<file path="config.mk">
export PLATFORM = sky130hd
export DESIGN_NAME = astar_insert_scheduler
export DESIGN_NICKNAME = d
export VERILOG_FILES = /design/src/rtl/astar_insert_scheduler.sv
export SDC_FILE = /design/constraint.sdc
export NUM_CORES = 1
export LEC_CHECK = 0
export BUFFER_PORTS_ARGS = -buffer_cell sky130_fd_sc_hd__buf_2
export CAP_MARGIN = 20
export CELL_PAD_IN_SITES_DETAIL_PLACEMENT = 0
export CELL_PAD_IN_SITES_GLOBAL_PLACEMENT = 1
export CORE_ASPECT_RATIO = 1.5
export CORE_MARGIN = 2
export CORE_UTILIZATION = 30
export DETAILED_ROUTE_END_ITERATION = 16
export HOLD_SLACK_MARGIN = 0.1
export PLACE_DENSITY = 0.67
export SKIP_CTS_REPAIR_TIMING = 1
export SLEW_MARGIN = 30
export SYNTH_ARGS = -nofsm -noshare
export SYNTH_HDL_FRONTEND = slang
export SYNTH_SLANG_ARGS = --single-unit
</file>
<file path="constraint.sdc">
create_clock -name clk -period 4.93 [get_ports clk]
set_input_delay 0.2465 -clock clk [delete_from_list [all_inputs] [get_ports clk]]
set_output_delay 0.2465 -clock clk [all_outputs]
set_load 0.02 [all_outputs]
</file>
<file path="src/rtl/astar_insert_scheduler.sv">
// Serialises a four-neighbour batch of scored packets into open-list queue writes
// and arbitrates the single-port queue between those inserts and expansion pops.
module astar_insert_scheduler #(
  parameter int DATA_WIDTH  = 24,
  parameter int STALL_LIMIT = 16,
  parameter int COUNT_WIDTH = 8
) (
  input  logic                   clk,
  input  logic                   rst,
  input  logic                   batch_valid,
  output logic                   batch_ready,
  input  logic [DATA_WIDTH-1:0]  packet_N_in,
  input  logic [DATA_WIDTH-1:0]  packet_E_in,
  input  logic [DATA_WIDTH-1:0]  packet_S_in,
  input  logic [DATA_WIDTH-1:0]  packet_W_in,
  output logic                   q_wr_en,
  output logic [DATA_WIDTH-1:0]  q_wr_data,
  input  logic                   q_full,
  output logic                   q_rd_en,
  input  logic                   q_rd_valid,
  input  logic [DATA_WIDTH-1:0]  q_rd_data,
  input  logic                   q_empty,
  input  logic                   pop_req,
  output logic                   pop_valid,
  output logic [DATA_WIDTH-1:0]  pop_data,
  output logic                   pop_empty,
  output logic                   busy,
  output logic [COUNT_WIDTH-1:0] insert_count,
  output logic [COUNT_WIDTH-1:0] drop_count
);

  localparam int SW = $clog2(STALL_LIMIT + 1);
  localparam logic [SW-1:0] STALL_MAX = SW'(STALL_LIMIT);

  typedef enum logic [1:0] {IDLE, DRAIN, POP_WAIT} state_t;

  state_t                 state_reg, state_next;
  logic [3:0]             pending_reg, pending_next;
  logic [SW-1:0]          stall_reg, stall_next, stall_inc;
  logic [DATA_WIDTH-1:0]  pkt_reg [4];
  logic [DATA_WIDTH-1:0]  pkt_in [4];
  logic [3:0]             in_valid;
  logic [3:0]             lowest;
  logic [2:0]             pend_cnt;
  logic [COUNT_WIDTH:0]   drop_sum;
  logic                   load_batch;
  logic                   pop_accept;
  logic                   pop_valid_reg, pop_valid_next;
  logic                   pop_empty_reg, pop_empty_next;
  logic [DATA_WIDTH-1:0]  pop_data_reg, pop_data_next;
  logic [DATA_WIDTH-1:0]  wr_mux;
  logic [COUNT_WIDTH-1:0] insert_count_reg, insert_count_next;
  logic [COUNT_WIDTH-1:0] drop_count_reg, drop_count_next;

  // Index order N, E, S, W doubles as the service priority.
  assign pkt_in[0] = packet_N_in;
  assign pkt_in[1] = packet_E_in;
  assign pkt_in[2] = packet_S_in;
  assign pkt_in[3] = packet_W_in;

  generate
    for (genvar gi = 0; gi < 4; gi++) begin : g_pkt
      assign in_valid[gi] = ~pkt_in[gi][0];
      always_ff @(posedge clk) begin
        if (rst)
          pkt_reg[gi] <= '0;
        else if (load_batch)
          pkt_reg[gi] <= pkt_in[gi];
      end
    end
  endgenerate

  assign lowest    = pending_reg & (~pending_reg + 4'd1);
  assign stall_inc = stall_reg + 1'b1;

  always_comb begin
    wr_mux   = '0;
    pend_cnt = '0;
    for (int i = 0; i < 4; i++) begin
      wr_mux   = wr_mux | ({DATA_WIDTH{lowest[i]}} & pkt_reg[i]);
      pend_cnt = pend_cnt + {2'b00, pending_reg[i]};
    end
  end

  assign drop_sum = {1'b0, drop_count_reg} + {{(COUNT_WIDTH-2){1'b0}}, pend_cnt};

  // A pop is taken only when no batch competes and no completion is still on the output.
  assign pop_accept  = (state_reg == IDLE) && pop_req && !batch_valid && !pop_valid_reg;
  assign q_rd_en     = pop_accept && !q_empty;
  assign q_wr_en     = (state_reg == DRAIN) && (pending_reg != 4'd0) && !q_full;
  assign q_wr_data   = wr_mux;
  assign batch_ready = (state_reg == IDLE);
  assign busy        = (state_reg != IDLE);

  always_comb begin
    state_next        = state_reg;
    pending_next      = pending_reg;
    stall_next        = stall_reg;
    load_batch        = 1'b0;
    pop_valid_next    = 1'b0;
    pop_empty_next    = 1'b0;
    pop_data_next     = pop_data_reg;
    insert_count_next = insert_count_reg;
    drop_count_next   = drop_count_reg;
    case (state_reg)
      IDLE: begin
        if (batch_valid) begin
          load_batch   = 1'b1;
          pending_next = in_valid;
          stall_next   = '0;
          if (in_valid != 4'd0)
            state_next = DRAIN;
        end else if (pop_accept) begin
          if (q_empty) begin
            pop_valid_next = 1'b1;
            pop_empty_next = 1'b1;
            pop_data_next  = '0;
          end else begin
            state_next = POP_WAIT;
          end
        end
      end
      DRAIN: begin
        if (pending_reg == 4'd0) begin
          state_next = IDLE;
        end else if (q_wr_en) begin
          pending_next = pending_reg & ~lowest;
          stall_next   = '0;
          if (insert_count_reg != '1)
            insert_count_next = insert_count_reg + 1'b1;
          if ((pending_reg & ~lowest) == 4'd0)
            state_next = IDLE;
        end else if (stall_inc == STALL_MAX) begin
          drop_count_next = drop_sum[COUNT_WIDTH] ? '1 : drop_sum[COUNT_WIDTH-1:0];
          pending_next    = 4'd0;
          stall_next      = '0;
          state_next      = IDLE;
        end else begin
          stall_next = stall_inc;
        end
      end
      POP_WAIT: begin
        if (q_rd_valid) begin
          pop_valid_next = 1'b1;
          pop_data_next  = q_rd_data;
          state_next     = IDLE;
        end
      end
      default: state_next = IDLE;
    endcase
  end

  always_ff @(posedge clk) begin
    if (rst) begin
      state_reg        <= IDLE;
      pending_reg      <= 4'd0;
      stall_reg        <= '0;
      pop_valid_reg    <= 1'b0;
      pop_empty_reg    <= 1'b0;
      pop_data_reg     <= '0;
      insert_count_reg <= '0;
      drop_count_reg   <= '0;
    end else begin
      state_reg        <= state_next;
      pending_reg      <= pending_next;
      stall_reg        <= stall_next;
      pop_valid_reg    <= pop_valid_next;
      pop_empty_reg    <= pop_empty_next;
      pop_data_reg     <= pop_data_next;
      insert_count_reg <= insert_count_next;
      drop_count_reg   <= drop_count_next;
    end
  end

  assign pop_valid    = pop_valid_reg;
  assign pop_empty    = pop_empty_reg;
  assign pop_data     = pop_data_reg;
  assign insert_count = insert_count_reg;
  assign drop_count   = drop_count_reg;

endmodule

</file>
# Word level (Yosys, flattened, before mapping)
# Memories as Yosys holds them, arrays and structs flattened.
# Index checks and enable logic that the tools add are counted.
[totals]
register_bits = 53
mem_bits_rw = 96
out_inout_bits = 70
mem_count = 1
[op_classes]
add_sub_neg = 7
n_eq_ne = 16
n_mux = 42
bitwise = 22
n_reduce_logical = 25
[mem_list]
columns = ["memory", "words", "word_bits", "read_ports", "rd_ports_with_merged_regs", "wr", "line", "rtl"]
rows = [
  ["pkt_reg", 4, 24, 4, 0, 4, "40", "logic [DATA_WIDTH-1:0] pkt_reg [4];"],
]
[ops]
columns = ["cell", "count"]
rows = [
  ["$mux W24", 8],
  ["$and A24 B24 Y24", 4],
  ["$or A24 B24 Y24", 3],
  ["$pmux W24 S2", 1],
  ["$mux W5", 4],
  ["$mux W2", 9],
  ["$mux W4", 4],
  ["$reduce_and A4 Y1", 3],
  ["$mux W1", 11],
  ["$pmux W5 S2", 1],
  ["$add A8 B3 Y9", 1],
  ["$ne A3 B2 Y1 const B", 3],
  ["$add A8 B1 Y8 const B", 1],
  ["$and A4 B4 Y4", 2],
  ["$logic_not A4 Y1", 2],
  ["$mux W8", 1],
  ["$ne A2 B2 Y1 const B", 4],
  ["$ne A4 B2 Y1 const B", 2],
  ["$ne A8 B8 Y1 const B", 1],
  ["$not A4 Y4", 2],
  ["$pmux W4 S2", 1],
  ["$reduce_bool A4 Y1", 2],
  ["$not A1 Y1", 7],
  ["$logic_and A1 B1 Y1", 6],
  ["20 further kinds", 29],
]

# Logic depth before layout (Yosys ltp)
[logic_depth]
depth_word = 10
depth_mapped = 11
ltp_nobuf = 10

# Least setup slack after synthesis
# Ideal clock, no wire load.
[synth_path]
path_kind = "flip-flop to flip-flop"
startpoint = "reg state_reg[1]"
endpoint = "mem pkt_reg[0][0], enable pin"
arrival_time_ps = 3098
required_time_ps = 4472
path_slack_ps = 1374
stages_incl_launch_ff = 4
synth_period_minus_slack_ps = 3556
path_cell_list = "dfxtp_1 buf_6 or3b_2 or2b_1"
[synth_lines]
columns = ["item", "line", "rtl"]
rows = [
  ["start: declaration", "37", "state_t state_reg, state_next;"],
  ["start signal: assignment", "164", "state_reg <= state_next;"],
  ["end: declaration", "40", ""],
]

# Worst setup path in the final report
[layout_path]
startpoint = "reg pending_reg[2]"
endpoint = "reg drop_count_reg[5] (netlist: drop_count[5])"
[layout_between]
elab_chain_cells = 5
[layout_lines]
columns = ["item", "line", "rtl"]
rows = [
  ["start: declaration", "38", "logic [3:0] pending_reg, pending_next;"],
  ["start signal: assignment", "165", "pending_reg <= pending_next;"],
  ["parallel branches: the longest is 5 deep, another holds $add A8 B3 Y9", "n/a", ""],
  ["end signal: assignment", "171", "drop_count_reg <= drop_count_next;"],
  ["end: declaration", "53", "logic [COUNT_WIDTH-1:0] drop_count_reg, drop_count_next;"],
]
# Parallel ways; which one is timed is not known.
# A chain may end at the register's enable or synchronous reset.

==> impl_metrics.py <==
metrics = {
    "sta": {
        "setup_tns_ns": 0,
        "clock-skew-final_ns": 0.008256,
        "worst_slew_pin_slew_ns": 0.8671,
        "slew_headroom": 0.4219,
        "period_needed_ns": 2.812,
        "maxSlewViolCount": 0,
        "rsz0062_at_grt": "false",
        "max_clock_freq_mhz": 355.6,
        "hold_viol": 0,
        "finalCritPeriodShare": 0.5704,
        "setup_violations": 0,
    },
    "placement": {
        "placed_cells": 968,
        "place_congestion": 0.7776,
        "numPortBuffers": 196,
        "dp_hpwl_um": 11570,
    },
    "synth": {
        "async_flop_share": 0,
        "yosysWarnings": 0,
        "synth_area_leaders": "edfxtp_1 44%, dfxtp_1 16%, and2_1 8.9%",
        "synth_top_cell_area_share": 0.4448,
        "synth_most_common_cell": "edfxtp_1",
        "syn_nets": 668,
        "synthDistinctLibCells": 59,
        "synth_commonest_cells": "96 x edfxtp_1, 92 x and2_1, 53 x dfxtp_1",
        "syn_area_sq_um": 6481,
        "synth-main-ff-cell": "edfxtp_1",
        "yosysTopAreaCell": "edfxtp_1",
        "synth.avg_cell_area_sq_um": 12.11,
        "synthCells": 535,
        "ys_seq_elements": 149,
        "ys_seq_area_frac": 0.6085,
        "synth_edf_count": 96,
    },
    "worst_setup_path": {
        "crit_top_cell": "fa_1",
        "r2r-start": "pending_reg[2]",
        "slowest_delay_ns": 0.53,
        "cp.arrival_ns": 3.18,
        "crit_fanout": 8,
        "cp.required_ns": 5.30,
        "startpoint": "pending_reg[2]",
        "r2r_setup_slack_ns": 2.12,
        "path_cells": "fa_1 > inv_1 > fa_1 > inv_1 > fa_1 > and2_1 > and3_1 > nand4_1 > or3_1 > a21oi_2",
        "endpoint_kind": "register",
        "crit_type": "register to register",
        "critPathLaunchType": "register",
        "crit_slowest_cell": "fa_1",
    },
    "drt": {
        "wl_um": 17050,
        "drc": 0,
        "wl_per_cell_um": 16.05,
        "via_per_inst": 4.851,
        "dr.pass1.iters": 4,
        "first_iter_violations": 251,
        "vias": 5152,
        "detail-route-antenna-nets": 0,
    },
    "power": {
        "p_per_area_nw_per_um2": 367.5,
        "peakVddDrop_mv": 0.2232,
        "p_leak_nw": 3.841,
    },
    "cells_and_area": {
        "num_antenna_cells": 0,
        "drive_gt1_frac": 0.3199,
        "regArea_sq_um": 3945,
        "largest_reg_flops": 96,
        "stdcell_count": 1062,
        "synthToLayoutAreaGrowth_pct": 38.92,
        "nets": 914,
        "post-route-util": 0.4258,
        "nFillCells": 1996,
        "multi_input_area_sq_um": 2354,
    },
    "clock_network": {
        "root_buffer": "clkbuf_16",
        "cts_sinks": 149,
        "htree_levels": 4,
        "clk_path_buf_depth": 2,
        "clk_pin_slew_ns": 0.07,
        "cts_made_buffers": 17,
        "clk_latency_ns": 0.43,
        "cts_tree": "done",
    },
    "grt": {
        "antenna_found_initial": 0,
        "grt_pass1_wl_um": 25650,
        "grt_pass1_vias": 4993,
        "grt_overflow": 0,
        "track_usage": 0.1487,
        "grt_max_degree": 70,
    },
    "outcome": {
        "status": "completed",
    },
    "run": {
        "maxCapViolCount": 0,
    },
    "min_path": {
        "min_from": "packet_N_in[6]",
        "hp-class": "primary input to register",
    },
    "floorplan": {
        "ios": 197,
        "dieArea_sq_um": 22820,
        "fp.dieH_um": 184.0,
        "die_w_um": 124.0,
        "row_count": 65,
        "start_util": 0.3065,
        "coreArea_sq_um": 21150,
    },
}
layout make-up:
cell class	count	area share
clock buffer	17	0.04725
clock inverter	15	0.02779
inverter	10	0.004169
multi-input combinational	339	0.2614
sequential	149	0.4382
tap	268	0.03724
timing repair buffer	264	0.1840
through the flow:
| stage | area [sq um] | power (mW) | setup WS (ns) | hold WS [ns] |
|---|---|---|---|---|
| 6_report | 9004 | 3.309 | 2.118 | 0.09386 |
| 5_1_grt | 9004 | 3.443 | 1.956 | 0.09987 |
| 4_1_cts | 8364 | 3.314 | 2.145 | 0.002636 |
| 3_5_place_dp | 7689 | 1.817 | 2.156 | 0.4625 |
| 3_3_place_gp | 7687 | 1.807 | 2.212 | 0.4553 |
| 2_1_floorplan | 6481 | 1.677 | 1.374 | 0.3722 |
worst max-delay path: cells and delay by family (launching register included):
family	cells	cell delay [ns]
adders and majority gates	3	1.11
and+or+nand+nor	4	1.02
DFF	1	0.39
buffers and inverters	2	0.13
AOI/OAI and AO/OA	1	0.11
layout by cell type (no fill, tap or decap), drive strengths merged, types with 3 or more instances in the layout:
| cell type | n |
|---|---|
| nor2 | 45 |
| nor4 | 3 |
| nor3 | 10 |
| inv | 14 |
| a221o | 24 |
| a211oi | 6 |
| nand2 | 8 |
| bufinv | 6 |
| clkinvlp | 4 |
| o21a | 3 |
| dfxtp | 53 |
| xnor2 | 6 |
| mux2i | 3 |
| buf | 203 |
| a22oi | 25 |
| and2 | 98 |
| nor2b | 4 |
| a21oi | 12 |
| or3 | 4 |
| dlygate4sd3 | 61 |
| nand2b | 3 |
| clkbuf | 17 |
| o21ai | 9 |
| a31oi | 3 |
| edfxtp | 96 |
| a311oi | 6 |
| nand3 | 8 |
| a22o | 24 |
| nand4 | 4 |
| fa | 3 |
| ha | 3 |
metal layers:
| metal | vias to the layer above | share of wire | track usage |
|---|---|---|---|
| li1 | 2482 | - | - |
| met2 | 143 | 0.53 | 0.2629 |
| met4 | 0 | 0.025 | 0.06562 |
| met3 | 33 | 0.043 | 0.03319 |
| met1 | 2494 | 0.40 | 0.1687 |
| met5 | - | 0 | 0 |
power breakdown:
part | internal (mW) | switching [mW]
clock | 0.953 | 0.532
sequential | 1.42 | 0.0327
combinational | 0.165 | 0.209
logic make-up (layout without fill, tap and decap cells):
group / after synthesis / after routing / share of synthesized area
multiplexers: 3 / 3 / 0.004633
flip-flops: 149 / 149 / 0.6085
AO/OA/AOI/OAI: 119 / 119 / 0.1467
adder cells (fa/ha/maj): 6 / 6 / 0.01506
AND/OR/NAND/NOR: 203 / 203 / 0.1834
XOR/XNOR: 8 / 8 / 0.01081
buffers and inverters: 47 / 306 / 0.03089
worst paths after layout:
kind	to	cells past startpoint
max reg2reg	drop_count[5]	10
min	pkt_reg[0][6]	2
min reg2reg	pop_data[15]	1
max	drop_count[5]	10
Note: power is estimated with default switching activity, not from simulation.
